[config.mk]
export PLATFORM = sky130hd
export DESIGN_NAME = ud_cnt_ctrl
export DESIGN_NICKNAME = d
export VERILOG_FILES = /design/src/rtl/ud_cnt_ctrl.sv
export SDC_FILE = /design/constraint.sdc
export NUM_CORES = 1
export LEC_CHECK = 0
export ABC_AREA = 1
export CAP_MARGIN = 15
export CORE_AREA = 2 2 64 66
export DETAILED_ROUTE_END_ITERATION = 6
export DIE_AREA = 0 0 66 68
export GPL_TIMING_DRIVEN = 0
export PLACE_DENSITY = 0.69
export SYNTH_ARGS = -nofsm -noshare
export SYNTH_HDL_FRONTEND = slang
export SYNTH_SLANG_ARGS = --single-unit
export TNS_END_PERCENT = 50
[constraint.sdc]
create_clock -name clk -period 2.4 [get_ports clk]
set_clock_uncertainty 0.2 [all_clocks]
set_input_delay 0.48 -clock clk [delete_from_list [all_inputs] [get_ports clk]]
set_output_delay 0.48 -clock clk [all_outputs]
set_load 0.005 [all_outputs]
[src/rtl/ud_cnt_ctrl.sv]
// Button command sequencer for the up/down counter: synchronises and debounces
// the raw buttons, then issues one-clk en/up/down pulses with tick-paced auto-repeat.
module ud_cnt_ctrl #(
   parameter int DB_TICKS = 4,
   parameter int RPT_DLY  = 50,
   parameter int RPT_PER  = 10
) (
   input  logic clk,
   input  logic rst,
   input  logic tick,
   input  logic btn_up,
   input  logic btn_down,
   input  logic btn_hold,
   output logic en,
   output logic up,
   output logic down,
   output logic paused,
   output logic conflict
);

   localparam int TMAX = (RPT_DLY > RPT_PER) ? RPT_DLY : RPT_PER;
   localparam int TW   = $clog2(TMAX + 1);
   localparam int CW   = $clog2(DB_TICKS + 1);

   localparam logic [CW-1:0] DB_LAST_V = CW'(DB_TICKS - 1);
   localparam logic [TW-1:0] DLY_V     = TW'(RPT_DLY);
   localparam logic [TW-1:0] PER_V     = TW'(RPT_PER);
   localparam logic [TW-1:0] TMAX_V    = TW'(TMAX);

   typedef enum logic [1:0] {
      IDLE     = 2'd0,
      WAIT_RPT = 2'd1,
      REPEAT   = 2'd2,
      CONFLICT = 2'd3
   } state_e;

   // Bit order in all 3-bit vectors: [0]=up, [1]=down, [2]=hold.
   logic [2:0]          sync1_q, sync2_q;
   logic [2:0]          db_lvl_q, db_lvl_d;
   logic [2:0][CW-1:0]  db_cnt_q, db_cnt_d;
   logic [2:0]          press_s;

   state_e              state_q, state_d;
   logic                dir_q, dir_d;
   logic [TW-1:0]       tmr_q, tmr_d;
   logic [TW-1:0]       tmr_inc_s;
   logic [TW-1:0]       tmr_lim_s;
   logic                held_s, other_s, pulse_s;
   logic                paused_q, paused_d;
   logic                en_q, en_d, up_q, up_d, down_q, down_d, conflict_q, conflict_d;

   // Two-flop synchroniser for the asynchronous buttons.
   always_ff @(posedge clk or negedge rst) begin
      if (!rst) begin
         sync1_q <= 3'b000;
         sync2_q <= 3'b000;
      end else begin
         sync1_q <= {btn_hold, btn_down, btn_up};
         sync2_q <= sync1_q;
      end
   end

   // Debounce counters: a level flips only after DB_TICKS consecutive differing samples.
   always_comb begin
      db_lvl_d = db_lvl_q;
      db_cnt_d = db_cnt_q;
      press_s  = 3'b000;
      for (int i = 0; i < 3; i++) begin
         if (tick) begin
            if (sync2_q[i] != db_lvl_q[i]) begin
               if (db_cnt_q[i] == DB_LAST_V) begin
                  db_lvl_d[i] = sync2_q[i];
                  db_cnt_d[i] = '0;
                  press_s[i]  = sync2_q[i];
               end else begin
                  db_cnt_d[i] = db_cnt_q[i] + CW'(1);
               end
            end else begin
               db_cnt_d[i] = '0;
            end
         end else begin
            db_cnt_d[i] = db_cnt_q[i];
         end
      end
   end

   // Sequencer next state; release and conflict are judged on this tick's new levels.
   always_comb begin
      state_d   = state_q;
      dir_d     = dir_q;
      tmr_d     = tmr_q;
      paused_d  = paused_q;
      pulse_s   = 1'b0;
      held_s    = dir_q ? db_lvl_d[0] : db_lvl_d[1];
      other_s   = dir_q ? db_lvl_d[1] : db_lvl_d[0];
      tmr_inc_s = (tmr_q == TMAX_V) ? tmr_q : tmr_q + TW'(1);
      tmr_lim_s = (state_q == WAIT_RPT) ? DLY_V : PER_V;
      if (!tick) begin
         state_d = state_q;
      end else if (press_s[2]) begin
         paused_d = ~paused_q;
         if (!paused_q) begin
            state_d = IDLE;
            tmr_d   = '0;
         end else begin
            state_d = state_q;
         end
      end else if (paused_q) begin
         state_d = IDLE;
      end else begin
         case (state_q)
            IDLE: begin
               if (press_s[0] && press_s[1]) begin
                  state_d = CONFLICT;
               end else if (press_s[0] || press_s[1]) begin
                  pulse_s = 1'b1;
                  dir_d   = press_s[0];
                  tmr_d   = '0;
                  state_d = WAIT_RPT;
               end else begin
                  state_d = IDLE;
               end
            end
            WAIT_RPT, REPEAT: begin
               if (!held_s) begin
                  state_d = IDLE;
               end else if (other_s) begin
                  state_d = CONFLICT;
               end else if (tmr_inc_s == tmr_lim_s) begin
                  pulse_s = 1'b1;
                  tmr_d   = '0;
                  state_d = REPEAT;
               end else begin
                  tmr_d   = tmr_inc_s;
               end
            end
            CONFLICT: begin
               if (db_lvl_d[1:0] == 2'b00) begin
                  state_d = IDLE;
               end else begin
                  state_d = CONFLICT;
               end
            end
            default: state_d = IDLE;
         endcase
      end
      en_d       = pulse_s;
      up_d       = pulse_s & dir_d;
      down_d     = pulse_s & ~dir_d;
      conflict_d = (state_d == CONFLICT);
   end

   // State, timers and registered outputs.
   always_ff @(posedge clk or negedge rst) begin
      if (!rst) begin
         db_lvl_q   <= 3'b000;
         db_cnt_q   <= '0;
         state_q    <= IDLE;
         dir_q      <= 1'b0;
         tmr_q      <= '0;
         paused_q   <= 1'b0;
         en_q       <= 1'b0;
         up_q       <= 1'b0;
         down_q     <= 1'b0;
         conflict_q <= 1'b0;
      end else begin
         db_lvl_q   <= db_lvl_d;
         db_cnt_q   <= db_cnt_d;
         state_q    <= state_d;
         dir_q      <= dir_d;
         tmr_q      <= tmr_d;
         paused_q   <= paused_d;
         en_q       <= en_d;
         up_q       <= up_d;
         down_q     <= down_d;
         conflict_q <= conflict_d;
      end
   end

   assign en       = en_q;
   assign up       = up_q;
   assign down     = down_q;
   assign paused   = paused_q;
   assign conflict = conflict_q;

endmodule
==> results of run 1 <==
## routing by layer
layer / share of wire (%) / vias up / GRT usage (%)
li1: - / 770 / -
met1: 46 / 666 / 21.62
met2: 48 / 21 / 28.41
met3: 3.0 / 10 / 3.783
met4: 2.7 / 0 / 10.71
met5: 0 / - / 0
## worst max-delay path, delay by kind of cell, from the launching register on
family | cells | cell delay (ps)
flip-flops | 1 | 390
adder cells (fa/ha/maj) | 2 | 400
AND/OR/NAND/NOR | 6 | 680
AO/OA/AOI/OAI | 3 | 500
buffers and inverters | 1 | 50
## flip-flops by register name, indices dropped and copies added (netlist names)
name      count
db_cnt_q      9
tmr_q         6
db_lvl_q      3
sync1_q       3
sync2_q       3
state_q       2
conflict      1
dir_q         1
down          1
en            1
paused        1
up            1
## path summary, 6_finish.rpt
check                            startpoint     endpoint  slack (ps)  cells after the start
worst max-delay path            db_cnt_q[4]     tmr_q[2]         100                     12
worst min-delay path                    rst  db_cnt_q[7]          40                      1
worst max register to register  db_cnt_q[4]     tmr_q[2]         100                     12
worst min register to register   sync1_q[1]   sync2_q[1]         150                      0
max in group asynchronous               rst     tmr_q[0]        1460                      1
min in group clk                 sync1_q[1]   sync2_q[1]         150                      0
## cells in the mapped netlist (all sizes together)
cell type / n
clkbuf: 1
o22ai: 4
o31ai: 2
o21ai: 9
or2: 1
buf: 2
nand4: 5
o221ai: 1
inv: 39
or3: 1
nand3: 19
a21boi: 1
ha: 11
a21oi: 7
dfrtp: 32
nor2: 15
nand2: 77
xor2: 5
## cell usage in the layout (no fill, tap or decap), types with 2 or more instances in the layout
cell             synthesis  routed
a21oi_1                  4       4
xor2_1                   4       4
o21ai_0                  7       7
a21oi_4                  1       2
o31ai_1                  2       2
nor2_1                  15      14
ha_2                     0       2
nand2_2                  0       2
nand3_2                  1       2
nand2_1                 77      75
dfrtp_1                 32      31
buf_4                    2       4
clkdlybuf4s50_1          0       8
clkbuf_8                 0       7
inv_1                   38      38
o22ai_1                  4       3
a21oi_2                  2       2
ha_1                    11       9
nand4_1                  4       4
nand3_1                 18      17
## report_power, final
part | internal (W) | switching, W | leakage, nW
clock network | 0.000366 | 0.000204 | 0.0645
logic | 0.000312 | 0.000484 | 0.700
registers | 0.000648 | 0.000101 | 0.388
## repair_timing
| item | 4_1_cts | 5_1_grt |
|---|---|---|
| pin swaps | 1 | 2 |
| setup endpoints to repair | 5 | 11 |
| hold buffers | 0 | 0 |
| resized for setup | 4 | 6 |
| gates cloned | 1 | 0 |
| hold endpoints to repair | 0 | 0 |
| buffers inserted | 0 | 2 |
## area by class of cell
type | count | area, sq um | area share, %
clock inverters | 1 | 30.03 | 1.398
multi-input cells | 159 | 892.1 | 41.53
plain buffers | 3 | 18.77 | 0.8736
repair buffers | 11 | 100.1 | 4.659
clock buffers | 7 | 96.34 | 4.485
flip-flops and latches | 32 | 802.0 | 37.33
well taps | 50 | 62.56 | 2.912
inverters | 39 | 146.4 | 6.814
## logic make-up after synthesis
| kind of cell | after synthesis | synth area share [%] |
|---|---|---|
| simple gates | 118 | 27.29 |
| buf+inv | 42 | 9.097 |
| flops | 32 | 44.11 |
| compound gates | 24 | 9.097 |
| fa+ha+maj | 11 | 7.581 |
| xor+xnor | 5 | 2.826 |
## through the flow
step                power (W)  instances  TNS, ps  hold slack, ps  worst slack (ps)
finish               0.002116        302        0           39.12             104.6
global route         0.002307        302   -20.03           90.52            -7.810
CTS                  0.002091        300        0           51.05             56.55
detailed placement   0.001492        291   -278.1           135.5            -69.49
global placement     0.001477        291   -182.4           133.3            -52.09
floorplan            0.001333        232        0          -15.59             141.4
==> metrics.txt, run 1 <==
layout cells sized above 1=12.70%; WP data arrival=2310 ps; CTS H-tree lvls=2; top cell type's share of synthesized area=approximately 44%; TritonCTS clock tree=built; Final ANT Viol Nets=0; Pleak=approximately 1.2 nW; Core Util, Final=between 50% and 60%; IO Pins=11; largest area contributor in the netlist=dfrtp_1; Fmax=435.7 MHz; PortBufs=9; Post-Syn Area=between 1500 and 2000 sq um; Initial Utilization=roughly 47%; hpwl dp=around 2.3 mm; Cell variety after synth=26; worst hold-check path type=in2async; ANT cells=0; core area=between 3000 and 4000 sq um; yosys warns=0; Initial DRC Count=between 50 and 60; Mapped Nets=between 200 and 250; Cell Rows=23; synthesis-to-finish area growth=18.33%; pwr/cell area=roughly 1000 nW/um^2; DRC errors left=0; Final Cell Area=~2100 sq um; Routed wire per std cell=about 11 um; worst-skew pair later-pin latency=290 ps; Die Ht=between 60 and 70 um; initial antenna violation count=0; Worst path most repeated cell=nand3_2; post-synthesis register bit count=32; critical path type=reg2reg; Worst-path clk slew=70 ps; Max rail drop VDD=roughly 520 uV; Die X=approximately 66 um; fin crit period=about 2300 ps; period utilisation layout=about 96%; cell count after synthesis=roughly 230; Worst-Margin Slew=between 700 and 800 ps; post-layout net count=between 200 and 300; Post-Route WL=between 3 and 4 mm; fill count=360; die outline area=4488 sq um; first-pass GRT wire length=approximately 5.9 mm; Total GRT Usage=17.55%; Setup crit end kind=register; top post-synthesis cells by area=dfrtp_1 44%, nand2_1 16%, inv_1 7.9%; CTS Root Cell=clkbuf_8; vias in the first global route=~1300; Vias/cell=~4.9; Worst EP required=about 2400 ps; max-cap violation count=0; Fin. Hold Viols=0; max-slew violations=0; Avg Inst Size Synth=between 7 and 8 sq um; pin count of the biggest net entering global routing=33; clock tree buffer depth=2; critical path's slowest cell=dfrtp_1; routability cong.=0.8584; crit path max fanout=5; Final setup viols=0; post-synthesis sequential area ratio=about 44%; outcome=complete, no violations; Setup crit start kind=register; GRT overflow=0; TritonCTS buffer count=5; placed cell area=1963 sq um; slowest stage delay, CP=between 300 and 400 ps; vias=1467; clock sinks=32; crit-path cells=ha_2, nand3_2, inv_1, nand2_1, nor2_1, ha_1, or2_4, o221ai_2, nand3_2, a21oi_4, nand2_2, o22ai_1; Slew HR=around 52%; First-pass DRT Iterations=4
Power figures use the tool's default switching activity.
==> run 2, diff against run 1 <==
- SLEW_MARGIN: not set -> 30
==> run 2 against run 1 <==
Global-route usage increased by 0.14 points. Combinational power increased by 3.3%. Sequential power increased by 1%. Setup slack got worse by 15 ps. Wire length increased by 0.82%. Register-to-register slack about the same. Die area unchanged. Total power increased by 1.6%.
==> metrics.txt, run 2 (synthesis results as in run 1) <==
routability cong.=0.8584 (unchanged); Largest Register=db_cnt_q; vias in the first global route=1326 (-0.38%); CTS H-tree lvls=2 (unchanged); Buf/Inv on CP=1 (unchanged); Total GRT Usage=17.69% (+0.14 points); internal power=0.001345 W (+1.3%); Post-Route WL=3.450 mm (+0.82%); Initial Utilization=47.08% (unchanged); Largest register FFs=9 (unchanged); critical path type=reg2reg; core area=3856 sq um (unchanged); TritonCTS clock tree=built; top flop regs=db_cnt_q: 9 flops, tmr_q: 6 flops; Worst path most repeated cell=nand3_2; ANT cells=0 (unchanged); first-pass GRT wire length=5.927 mm (+1.1%); IO Pins=11 (unchanged); met1 wire length=1.658 mm (+4.7%); clock tree buffer depth=2 (unchanged); Switch Pwr=0.0008041 W (+1.9%); pin count of the biggest net entering global routing=18 (-45%); highest routed layer=met4; WP data arrival=2320 ps (about the same); TritonCTS buffer count=5 (unchanged); Pleak=1.171 nW (+1.6%); critical path's slowest cell=dfrtp_1; max-cap violation count=0 (unchanged); initial antenna violation count=0 (unchanged); clock sinks=32 (unchanged); crit-path cells=ha_4, nand3_2, inv_1, nand2_1, nor2_1, ha_1, or2_4, o221ai_2, nand3_2, a21oi_4, nand2_2, o22ai_2; slowest stage delay, CP=420 ps (+30 ps); Comb pwr share=38.2% (+0.6 points); most frequent cells in the layout=75 x nand2_1, 38 x inv_1, 31 x dfrtp_1; Routed wire per std cell=11.35 um (+0.15%); post-layout net count=270 (+0.75%); pre-CTS WS=-70.53 ps (-1.035 ps); synthesis-to-finish area growth=21.57%; Final ANT Viol Nets=0 (unchanged); Core Util, Final=57.24% (+1.5 points); Die X=66 um (unchanged); Initial DRC Count=54 (+5.9%); max-slew violations=0 (unchanged); DR WL met2=1.629 mm (-0.67%); clock share of power=26.4% (-0.5 points); CTS Root Cell=clkbuf_8; Slew HR=69.45% (+17 points); pwr/cell area=973.5 nW/um^2 (-1.2%); most common cell after layout, fill and taps aside=nand2_1; hold path cells=0; sw frac=37.42% (+0.13 points); layout cells sized above 1=13.78% (+1.1 points); Max rail drop VDD=468.9 uV (-10%); sequential fraction of design power=35.3% (about the same); Final setup viols=0 (unchanged); Vias/cell=4.862 (about the same); Worst-path clk slew=70 ps (about the same); worst-skew pair later-pin latency=290 ps (about the same); Worst-Margin Slew=458.2 ps (-257.9 ps); die outline area=4488 sq um (unchanged); Worst EP required=2410 ps (about the same); Setup crit end kind=register; DRC errors left=0 (unchanged); met3 WL=91 um (-12%); outcome=complete, no violations; PnR worst setup slack=89.71 ps (-14.93 ps); fin crit period=2310 ps (+14.93 ps); hpwl dp=2.453 mm (+4.7%); Setup crit start kind=register; Die Ht=68 um (unchanged); CP top delay family=simple AND/OR/NAND/NOR gates; GRT overflow=0 (unchanged); worst hold-check path type=reg2reg; Fin. Hold Viols=0 (unchanged); PortBufs=9 (unchanged); Fmax=432.8 MHz (-0.65%); Crit path depth=12 (unchanged); period utilisation layout=96.26% (+0.62 points); cells on worst reg2reg path=12 (unchanged); Cell Rows=23 (unchanged); crit path max fanout=5 (unchanged); First-pass DRT Iterations=4 (unchanged); vias=1478 (+0.75%)
## run 2: worst paths after layout
check / slack [ps] / startpoint / to
max in group asynchronous: 1130 / rst / tmr_q[4]
worst min register to register: 150 / sync1_q[1] / sync2_q[1]
worst max register to register: 90 / db_cnt_q[4] / tmr_q[0]
min in group asynchronous: 460 / rst / sync2_q[1]
worst max-delay path: 90 / db_cnt_q[4] / tmr_q[0]
worst min-delay path: 150 / sync1_q[1] / sync2_q[1]
## run 2: worst reg2reg max path: stages, from the launching register on
cell and delay (ps):
dfrtp_1 420, ha_4 190, nand3_2 70, inv_1 50, nand2_1 50, nor2_1 50, ha_1 190, or2_4 260
o221ai_2 170, nand3_2 160, a21oi_4 230, nand2_2 110, o22ai_2 90
## run 2: power by group through the flow
stage	Clock [W]	Combinational, W	Sequential [W]
after floorplan	0	0.000598	0.000735
after global placement	0	0.000722	0.000755
after detailed placement	0	0.000741	0.000758
after CTS	0.000580	0.000768	0.000749
after global routing	0.000604	0.000967	0.000778
final	0.000568	0.000822	0.000759
## run 2: timing repair
item	CTS	global route
pin swaps	1	3
hold buffers	1	0
hold endpoints to repair	16	0
endpoints found under the setup margin	5	10
setup buffers	0	2
resized for setup	5	9
gates cloned	1	0
## run 2: per-layer routing
metal  GRT usage [%]  vias up
li1                -      775
met1           23.08      679
met2           27.90       17
met3           4.441        7
met4           8.163        0
met5               0        -
## run 2: cell type report
type / count / area (sq um)
clock inverters: 1 / 30.03
well taps: 50 / 62.56
flip-flops and latches: 32 / 802.0
inverters: 39 / 146.4
fillers: 355 / 1649
plain buffers: 3 / 18.77
clock buffers: 7 / 96.34
repair buffers: 13 / 137.6
multi-input cells: 159 / 913.4
## run 2: through the flow
step	hold WS (ps)	std cells	setup TNS (ps)	cell area, sq um	power (W)
3_5_place_dp	135.5	292	-288.1	1991	0.001498
3_3_place_gp	133.3	291	-182.4	1968	0.001477
2_1_floorplan	-15.59	232	0	1815	0.001333
4_1_cts	151.5	302	0	2153	0.002097
5_1_grt	165.2	304	-139.5	2207	0.002348
6_report	147.2	304	0	2207	0.002149
==> run 3, diff against run 2 <==
- CORE_AREA: 2 2 64 66 -> 5 5 67 69
- DIE_AREA: 0 0 66 68 -> 0 0 72 74
- PLACE_DENSITY: 0.69 -> 0.76
==> run 3 against run 2 <==
First-iteration DRC count is 110% higher. Wire length up 0.49%. Largest power group unchanged. Count of clock-buffer cells in the layout is the same. Largest cell class unchanged. Total power fell by 6.2%. Sequential cell count is the same. Highest routed layer unchanged. Fmax up 0.40%. Final area down 0.85%. Combinational power rose by 0.7%. Global-route usage is 3.8 points lower. Die area rose by 19%. Critical path depth stayed put.
==> metrics.txt, run 3 (synthesis results as in run 1) <==
clock sinks=32 (unchanged); Pleak=1.148 nW (-2.0%); max-slew violations=0 (unchanged); Setup crit end kind=register; DR WL met2=1.722 mm (+5.7%); outcome=complete, no violations; overall power=0.002016 W (-6.2%); Die X=72 um (+9.1%); PortBufs=9 (unchanged); cells on worst reg2reg path=12 (unchanged); Initial Utilization=47.08% (unchanged); Cell Rows=23 (unchanged); CTS Root Cell=clkbuf_8; Setup crit start kind=register; hold path cells=0 (unchanged); Crit path depth=12 (unchanged); vias in the first global route=1405 (+6.0%); layout cells sized above 1=15.29% (+1.5 points); Worst path most repeated cell=nand2_2; die outline area=5328 sq um (+19%); IO Pins=11 (unchanged); post-layout net count=271 (+0.37%); worst-skew pair later-pin latency=280 ps (about the same); synthesis-to-finish area growth=20.54%; Worst-path clk slew=70 ps (about the same); Slew HR=71.28% (+1.8 points); met3 WL=133 um (+46%); CTS H-tree lvls=2 (unchanged); DRC errors left=0 (unchanged); worst hold-check path type=reg2reg; max-cap violation count=0 (unchanged); ANT cells=0 (unchanged); final setup TNS=0 ps (unchanged); Fin. Hold Viols=0 (unchanged); initial antenna violation count=0 (unchanged); first-pass GRT wire length=5.837 mm (-1.5%); Largest Register=db_cnt_q; Worst-Margin Slew=430.8 ps (-27.41 ps); GRT overflow=0 (unchanged); Post-Route WL=3.467 mm (+0.49%); critical path type=reg2reg; Worst EP required=2410 ps (about the same); crit-path cells=ha_4, nand3_4, inv_2, nand2_2, nor2_2, ha_2, or2_4, o221ai_2, nand3_2, a21oi_4, nand2_2, o22ai_1; Die Ht=74 um (+8.8%); vias=1513 (+2.4%); TritonCTS clock tree=built; crit path max fanout=5 (unchanged); fill count=371 (+4.5%); CP top delay family=simple AND/OR/NAND/NOR gates; Total GRT Usage=13.91% (-3.8 points); Routed wire per std cell=11.37 um (+0.16%); most frequent cells in the layout=74 x nand2_1, 36 x inv_1, 31 x dfrtp_1; fin crit period=2301 ps (-9.175 ps); core area=3856 sq um (unchanged); clock tree buffer depth=2 (unchanged); Final Cell Area=2188 sq um (-0.85%); Buf/Inv on CP=1 (unchanged); WP data arrival=2310 ps (about the same); Final setup viols=0 (unchanged); hpwl dp=2.482 mm (+1.2%); period utilisation layout=95.88% (-0.38 points); Fmax=434.6 MHz (+0.40%); Initial DRC Count=115 (+110%); most common cell after layout, fill and taps aside=nand2_1; Final ANT Viol Nets=0 (unchanged); First-pass DRT Iterations=4 (unchanged); placed cell area=1991 sq um (unchanged); routability cong.=0.8326 (-3.0%); Max rail drop VDD=420.7 uV (-10%); TritonCTS buffer count=5 (unchanged); pin count of the biggest net entering global routing=18 (unchanged); top flop regs=db_cnt_q: 9 flops, tmr_q: 6 flops; highest routed layer=met4; met1 wire length=1.575 mm (-5.0%); critical path's slowest cell=dfrtp_1; Vias/cell=4.961 (+2.0%); Largest register FFs=9 (unchanged); pwr/cell area=921.0 nW/um^2 (-5.4%); slowest stage delay, CP=410 ps (about the same)
[run 3: area by class of cell]
type                       count  area [sq um]  share of cell area [%]
multi-input combinational    159         919.6                   42.02
sequential                    32         802.0                   36.65
inverter                      39         146.4                   6.690
timing repair buffer          14         145.1                   6.632
clock buffer                   7         86.33                   3.945
tap                           50         62.56                   2.859
buffer                         3         18.77                  0.8576
clock inverter                 1         7.507                  0.3431
[run 3: worst paths after layout]
| path | from | endpoint | slack, ps |
|---|---|---|---|
| worst max-delay path | db_cnt_q[4] | tmr_q[3] | 100 |
| worst min-delay path | sync1_q[2] | sync2_q[2] | 150 |
| worst max register to register | db_cnt_q[4] | tmr_q[3] | 100 |
| worst min register to register | sync1_q[2] | sync2_q[2] | 150 |
| max in group asynchronous | rst | db_cnt_q[0] | 1120 |
| min in group asynchronous | rst | tmr_q[5] | 460 |
[run 3: power by group]
part,internal (W),switching [W]
Combinational,0.000334,0.000494
Sequential,0.000649,0.000113
Clock,0.000233,0.000193
[run 3: timing repair]
item	4_1_cts	5_1_grt
pin swaps	1	6
endpoints found under the hold margin	15	0
hold buffers	1	0
cloned	1	0
setup buffers	0	3
endpoints found under the setup margin	6	12
gates resized for setup	2	16
[run 3: worst register-to-register path, cell delays in order, from the launching register on]
cell      delay (ps)
dfrtp_1          410
ha_4             190
nand3_4           80
inv_2             40
nand2_2           50
nor2_2            40
ha_2             180
or2_4            230
o221ai_2         190
nand3_2          170
a21oi_4          240
nand2_2           90
o22ai_1          120
[run 3: routing by layer]
metal  GRT usage (%)  vias up
met4           5.219        0
met1           16.39      705
met2           24.39       25
met3           3.784        6
li1                -      777
met5               0        -
[run 3: per-stage QoR]
step	setup slack, ps	hold WS [ps]	instances	utilization (%)
final	98.89	153.1	305	56.75
after global routing	-23.09	163.1	305	56.75
after CTS	-1.858	155.0	302	54.67
after detailed placement	-86.82	136.4	292	51.62
after global placement	-42.93	133.2	291	51.04
after floorplan	141.4	-15.59	232	-
